### src/rtl/matrix_stream_port.sv
// Byte-stream host port for a 3x3 combinational multiplier: loads A then B, waits for the product to settle, then streams the result out.
// Latency: first result byte is valid SETTLE_CYCLES+1 cycles after the last operand byte is accepted.
// Backpressure: in_ready drops outside LOAD_A/LOAD_B; out_data/out_valid are held while out_ready is low. Optional: MATRIX_STREAM_PORT_CHECKSUM_EN.
module matrix_stream_port #(
    parameter int R1            = 3,
    parameter int K1            = 3,
    parameter int K2            = 3,
    parameter int W             = 8,
    parameter int SETTLE_CYCLES = 2
) (
    input  logic                CLOCK_50,
    input  logic                RESET_N,
    input  logic [W-1:0]        in_data,
    input  logic                in_valid,
    output logic                in_ready,
    output logic [R1*K1*W-1:0]  niz1,
    output logic [K1*K2*W-1:0]  niz2,
    input  logic [R1*K2*W-1:0]  niz,
    output logic [W-1:0]        out_data,
    output logic                out_valid,
    input  logic                out_ready,
    output logic                busy,
    output logic                done
);

    localparam int NA = R1 * K1;
    localparam int NB = K1 * K2;
    localparam int NR = R1 * K2;
`ifdef MATRIX_STREAM_PORT_CHECKSUM_EN
    localparam int NOUT = NR + 1;
`else
    localparam int NOUT = NR;
`endif
    localparam int NAB  = (NA > NB) ? NA : NB;
    localparam int NMAX = (NAB > NOUT) ? NAB : NOUT;
    localparam int IW   = $clog2(NMAX + 1);
    localparam int CW   = 4;

    typedef enum logic [1:0] {
        LOAD_A = 2'd0,
        LOAD_B = 2'd1,
        SETTLE = 2'd2,
        SEND   = 2'd3
    } state_t;

    state_t             r_state;
    state_t             w_state_nxt;
    logic [IW-1:0]      r_idx;
    logic [IW-1:0]      w_idx_nxt;
    logic [CW-1:0]      r_cnt;
    logic [CW-1:0]      w_cnt_nxt;
    logic               r_in_rdy;
    logic               r_out_vld;
    logic               w_out_vld_nxt;
    logic               r_done;
    logic               w_done_nxt;
    logic               w_capture;
    logic               w_in_xfer;
    logic               w_out_xfer;
    logic [R1*K1*W-1:0] r_niz1;
    logic [K1*K2*W-1:0] r_niz2;
    logic [R1*K2*W-1:0] r_snap;
    logic [W-1:0]       w_out_dat;

    assign w_in_xfer  = in_valid & r_in_rdy;
    assign w_out_xfer = r_out_vld & out_ready;

    always_ff @(posedge CLOCK_50 or negedge RESET_N) begin
        if (!RESET_N) begin
            r_state   <= LOAD_A;
            r_idx     <= '0;
            r_cnt     <= '0;
            r_in_rdy  <= 1'b0;
            r_out_vld <= 1'b0;
            r_done    <= 1'b0;
        end else begin
            r_state   <= w_state_nxt;
            r_idx     <= w_idx_nxt;
            r_cnt     <= w_cnt_nxt;
            r_in_rdy  <= (w_state_nxt == LOAD_A) || (w_state_nxt == LOAD_B);
            r_out_vld <= w_out_vld_nxt;
            r_done    <= w_done_nxt;
        end
    end

    always_comb begin
        w_state_nxt   = r_state;
        w_idx_nxt     = r_idx;
        w_cnt_nxt     = r_cnt;
        w_out_vld_nxt = r_out_vld;
        w_done_nxt    = 1'b0;
        w_capture     = 1'b0;
        case (r_state)
            LOAD_A: begin
                if (w_in_xfer) begin
                    if (r_idx == IW'(NA - 1)) begin
                        w_idx_nxt   = '0;
                        w_state_nxt = LOAD_B;
                    end else begin
                        w_idx_nxt = r_idx + 1'b1;
                    end
                end
            end
            LOAD_B: begin
                if (w_in_xfer) begin
                    if (r_idx == IW'(NB - 1)) begin
                        w_idx_nxt   = '0;
                        w_cnt_nxt   = '0;
                        w_state_nxt = SETTLE;
                    end else begin
                        w_idx_nxt = r_idx + 1'b1;
                    end
                end
            end
            SETTLE: begin
                w_cnt_nxt = r_cnt + 1'b1;
                if (r_cnt == CW'(SETTLE_CYCLES - 1)) begin
                    w_capture   = 1'b1;
                    w_state_nxt = SEND;
                end
            end
            SEND: begin
                // First SEND cycle only presents the snapshot; transfers start once out_valid is up.
                if (!r_out_vld) begin
                    w_out_vld_nxt = 1'b1;
                end else if (w_out_xfer) begin
                    if (r_idx == IW'(NOUT - 1)) begin
                        w_idx_nxt     = '0;
                        w_out_vld_nxt = 1'b0;
                        w_done_nxt    = 1'b1;
                        w_state_nxt   = LOAD_A;
                    end else begin
                        w_idx_nxt = r_idx + 1'b1;
                    end
                end
            end
            default: begin
                w_state_nxt = LOAD_A;
                w_idx_nxt   = '0;
            end
        endcase
    end

`ifdef MATRIX_STREAM_PORT_CHECKSUM_EN
    logic [W-1:0] r_csum;
    logic [W-1:0] w_csum;

    always_comb begin
        w_csum = '0;
        for (int e = 0; e < NR; e++) begin
            w_csum = w_csum + niz[e*W +: W];
        end
    end
`endif

    always_ff @(posedge CLOCK_50 or negedge RESET_N) begin
        if (!RESET_N) begin
            r_niz1 <= '0;
            r_niz2 <= '0;
            r_snap <= '0;
`ifdef MATRIX_STREAM_PORT_CHECKSUM_EN
            r_csum <= '0;
`endif
        end else begin
            if (r_state == LOAD_A && w_in_xfer) begin
                r_niz1[int'(r_idx)*W +: W] <= in_data;
            end
            if (r_state == LOAD_B && w_in_xfer) begin
                r_niz2[int'(r_idx)*W +: W] <= in_data;
            end
            if (w_capture) begin
                r_snap <= niz;
`ifdef MATRIX_STREAM_PORT_CHECKSUM_EN
                r_csum <= w_csum;
`endif
            end
        end
    end

    always_comb begin
        w_out_dat = r_snap[int'(r_idx)*W +: W];
`ifdef MATRIX_STREAM_PORT_CHECKSUM_EN
        if (r_idx == IW'(NR)) begin
            w_out_dat = r_csum;
        end
`endif
    end

    assign niz1      = r_niz1;
    assign niz2      = r_niz2;
    assign in_ready  = r_in_rdy;
    assign out_valid = r_out_vld;
    assign out_data  = r_out_vld ? w_out_dat : '0;
    assign done      = r_done;
    assign busy      = !((r_state == LOAD_A) && (r_idx == '0));

endmodule
### config.mk
export PLATFORM = sky130hd
export DESIGN_NAME = matrix_stream_port
export DESIGN_NICKNAME = d
export VERILOG_FILES = /design/src/rtl/matrix_stream_port.sv
export SDC_FILE = /design/constraint.sdc
export NUM_CORES = 1
export LEC_CHECK = 0
export CAP_MARGIN = 20
export CORE_ASPECT_RATIO = 1.25
export CORE_MARGIN = 3
export CORE_UTILIZATION = 40
export CTS_CLUSTER_SIZE = 20
export DETAILED_ROUTE_END_ITERATION = 12
export PLACE_DENSITY_LB_ADDON = 0.08
export SETUP_SLACK_MARGIN = 0.1
export SYNTH_ARGS = -nofsm -noshare
export SYNTH_HDL_FRONTEND = slang
export SYNTH_SLANG_ARGS = --single-unit
### constraint.sdc
create_clock -name CLOCK_50 -period 5.5 [get_ports CLOCK_50]
set_input_delay 1.1 -clock CLOCK_50 [delete_from_list [all_inputs] [get_ports CLOCK_50]]
set_output_delay 1.1 -clock CLOCK_50 [all_outputs]
set_load 0.02 [all_outputs]
==> impl_metrics.ini <==
[timing]
slew_viol_final = 0
relSlewSlack_pct = 30.0
finalSetupTns_ps = 0
worstMarginPinSlew_ps = 1050
fin_crit_sh_pct = 74.6
clock_skew_ps = 9.21
final_hold_viol_count = 0
fin_ws_ps = 1400
max_freq_mhz = 244
holdWs_ps = 486
period_minus_slack_ps = 4100
rsz0062_at_grt = false
finalSetupViolCount = 0

[detailed_routing]
final_antenna_net_count = 0
num_vias = 6421
drt_first_pass_iters = 7
dr.first_iter.drc_count = 228
drc = 0
vias_per_cell = 5.05
routed_wl_um = 25000
wire_per_inst_um = 19.6

[placed_design]
hpwlAfterDp_um = 18100
dpl_cell_area_sq_um = 12400
place_congestion = 0.800
port_buffers = 239
pre_cts_slack_ps = 1860

[setup_path]
worstPathArrival_ps = 3000
crit_start = r_idx[1]$_DFFE_PN0P_
worst_r2r_path_depth = 7
required_ps = 4400
crit_type = reg2out
worstSetupStartpointType = flop
worst_setup_path_end_kind = primary output
cp_slowest_cell = dfrtp_1
critPathBufInv = 1
r2r-start = r_idx[1]$_DFFE_PN0P_
ff2ff_setup_slack_ps = 2270
cpLargestDelayFamily = simple AND/OR/NAND/NOR gates
r2r_end = niz2[21]$_DFFE_PN0P_
cp_cell_sequence = nor3_1 > and3_1 > nand2_1 > o21ai_0 > clkdlybuf4s50_1
crit_fanout = 24
cp_slowest_stage_delay_ps = 770

[cts]
cts_sinks = 229
htree_levels = 1
cts.path.max_buffers = 3
clk_pin_slew_ps = 60
cts_tree = built
ctsHoldBuffers = 0
post_cts_buffers = 0
cts-resized-gates = 0
numCtsBuffers = 24
cts_root_buf = clkbuf_16
clk_latency_ps = 520

[run]
drv_cap = 0

[grt]
antenna_found_initial = 0
grt_pass1_wl_um = 39700
track_usage_pct = 18.8
overflow = 0
grt_max_degree = 126
grt_pass1_vias = 6828

[logic_synthesis]
synth_fa_ha_area_share_pct = 0.897
netlist_instances = 704
synth_compound_area_share_pct = 7.57
synth_top_family_by_area = multiplexers
synth_nets = 795
syn_avg_cell_area_sq_um = 13.9
synth_simple_gate_area_share_pct = 5.66
yosys.area.top_type_share_pct = 58.7
yosysMostFrequentCell = dfrtp_1
ys.flop_type = dfrtp_1
yosys.area.top_type = dfrtp_1
synthArstFlopShare_pct = 100
syn_area_sq_um = 9770
postSynthRegisterBits = 229
synth_cell_types = 51
synth-xor-area-share_pct = 0.179
synthTopCellsByCount = 229 x dfrtp_1, 153 x mux2_2, 79 x nand2_1, 59 x o21ai_0, 24 x mux2i_1
ys_warn_count = 0
ys_seq_area_share_pct = 58.7
synth_edf_count = 0
synth_area_leaders = dfrtp_1 59%, mux2_2 18%, mux4_2 3.7%, nand2_1 3.0%, o21ai_0 3.0%
muxShareOfSynthArea_pct = 23.8

[worst_hold_path]
hold_path_depth = 2
hp-class = reg2reg
holdPathEnd = niz1[47]$_DFFE_PN0P_
hp-start = niz1[47]$_DFFE_PN0P_

[cells_and_area]
synthToLayoutAreaGrowth_pct = 34.7
num_antenna_cells = 0
layout-drive-gt1-share_pct = 24.4
final_nets = 1026
final_area_sq_um = 13200

[floorplan]
row_count = 63
die_y_um = 181
start_util_pct = 40.9
io_pins = 240
die_w_um = 146
core_sq_um = 23900
die-area_sq_um = 26300

[pwr]
p_leak_nw = 5.82
fin_total_pwr_mw = 6.64
power_density_nw_per_um2 = 505
max-vdd-ir-drop_mv = 0.433

[status]
status = complete, no violations
-- cells by family (layout without fill, tap and decap cells) --
logic type | count (synthesis) | count (layout)
AO/OA/AOI/OAI | 94 | 94
XOR/XNOR | 2 | 2
adder cells (fa/ha/maj) | 7 | 7
buffers and inverters | 63 | 306
flip-flops | 229 | 229
multiplexers | 193 | 193
AND/OR/NAND/NOR | 116 | 116
-- state kept, by name, summed over array words and instances, names as in the netlist, 2 cells and up --
signal / flops
niz1: 72
niz2: 72
r_snap: 72
r_cnt: 4
r_idx: 4
r_state: 2
-- through the flow --
stage / instances / utilization [%]
detailed placement: 1230 / 51.8
floorplan: 704 / -
CTS: 1268 / 54.8
global route: 1272 / 55.1
finish: 1272 / 55.1
global placement: 1230 / 51.8
-- cell type report --
class,count,area (sq um)
Inverter,24,90.1
Clock buffer,36,696
Clock inverter,2,21.3
Multi-Input combinational cell,412,3740
Fill cell,2002,10700
Tap cell,325,407
Sequential cell,229,5730
Timing Repair Buffer,244,2470
-- worst reg2reg max path, stage by stage, from the launching register on --
cell and delay (ps):
dfrtp_1 1030, inv_1 230, ha_1 360, o21bai_1 210, a21oi_2 450, buf_8 230
o2111ai_4 250, mux2_2 360
-- how the worst max path moves through the flow --
stage,end,slack (ps),cells after the start
floorplan,out_data[0],2820,5
global placement,niz1[18]$_DFFE_PN0P_,1940,6
detailed placement,niz1[49]$_DFFE_PN0P_,1860,6
CTS,out_data[2],1380,5
global route,out_data[2],1220,5
finish,out_data[2],1400,5
-- cell usage in the layout (no fill, tap or decap), types with 3 or more instances in the layout --
cell / n
clkdlybuf4s50_1: 238
nor2_1: 11
clkbuf_1: 7
inv_1: 23
clkbuf_16: 24
o21ai_0: 59
nand2_1: 79
mux4_2: 16
nand4_1: 3
mux2_2: 153
o2111ai_4: 8
clkbuf_8: 5
dfrtp_1: 228
a21oi_1: 7
mux2i_1: 24
ha_1: 7
-- power by group --
group	switching, mW	internal, mW	total (mW)
combinational	1.26	1.28	2.54
clock	0.627	0.865	1.49
sequential	0.405	2.21	2.61
-- routing by layer --
metal	up-vias	routed length, um	track usage (%)
met2	201	12800	33.8
met1	3243	10200	23.0
met3	30	1580	4.72
li1	2947	-	-
met5	-	0	0
met4	0	432	3.91
No activity file was read; power rests on OpenSTA's default activity.
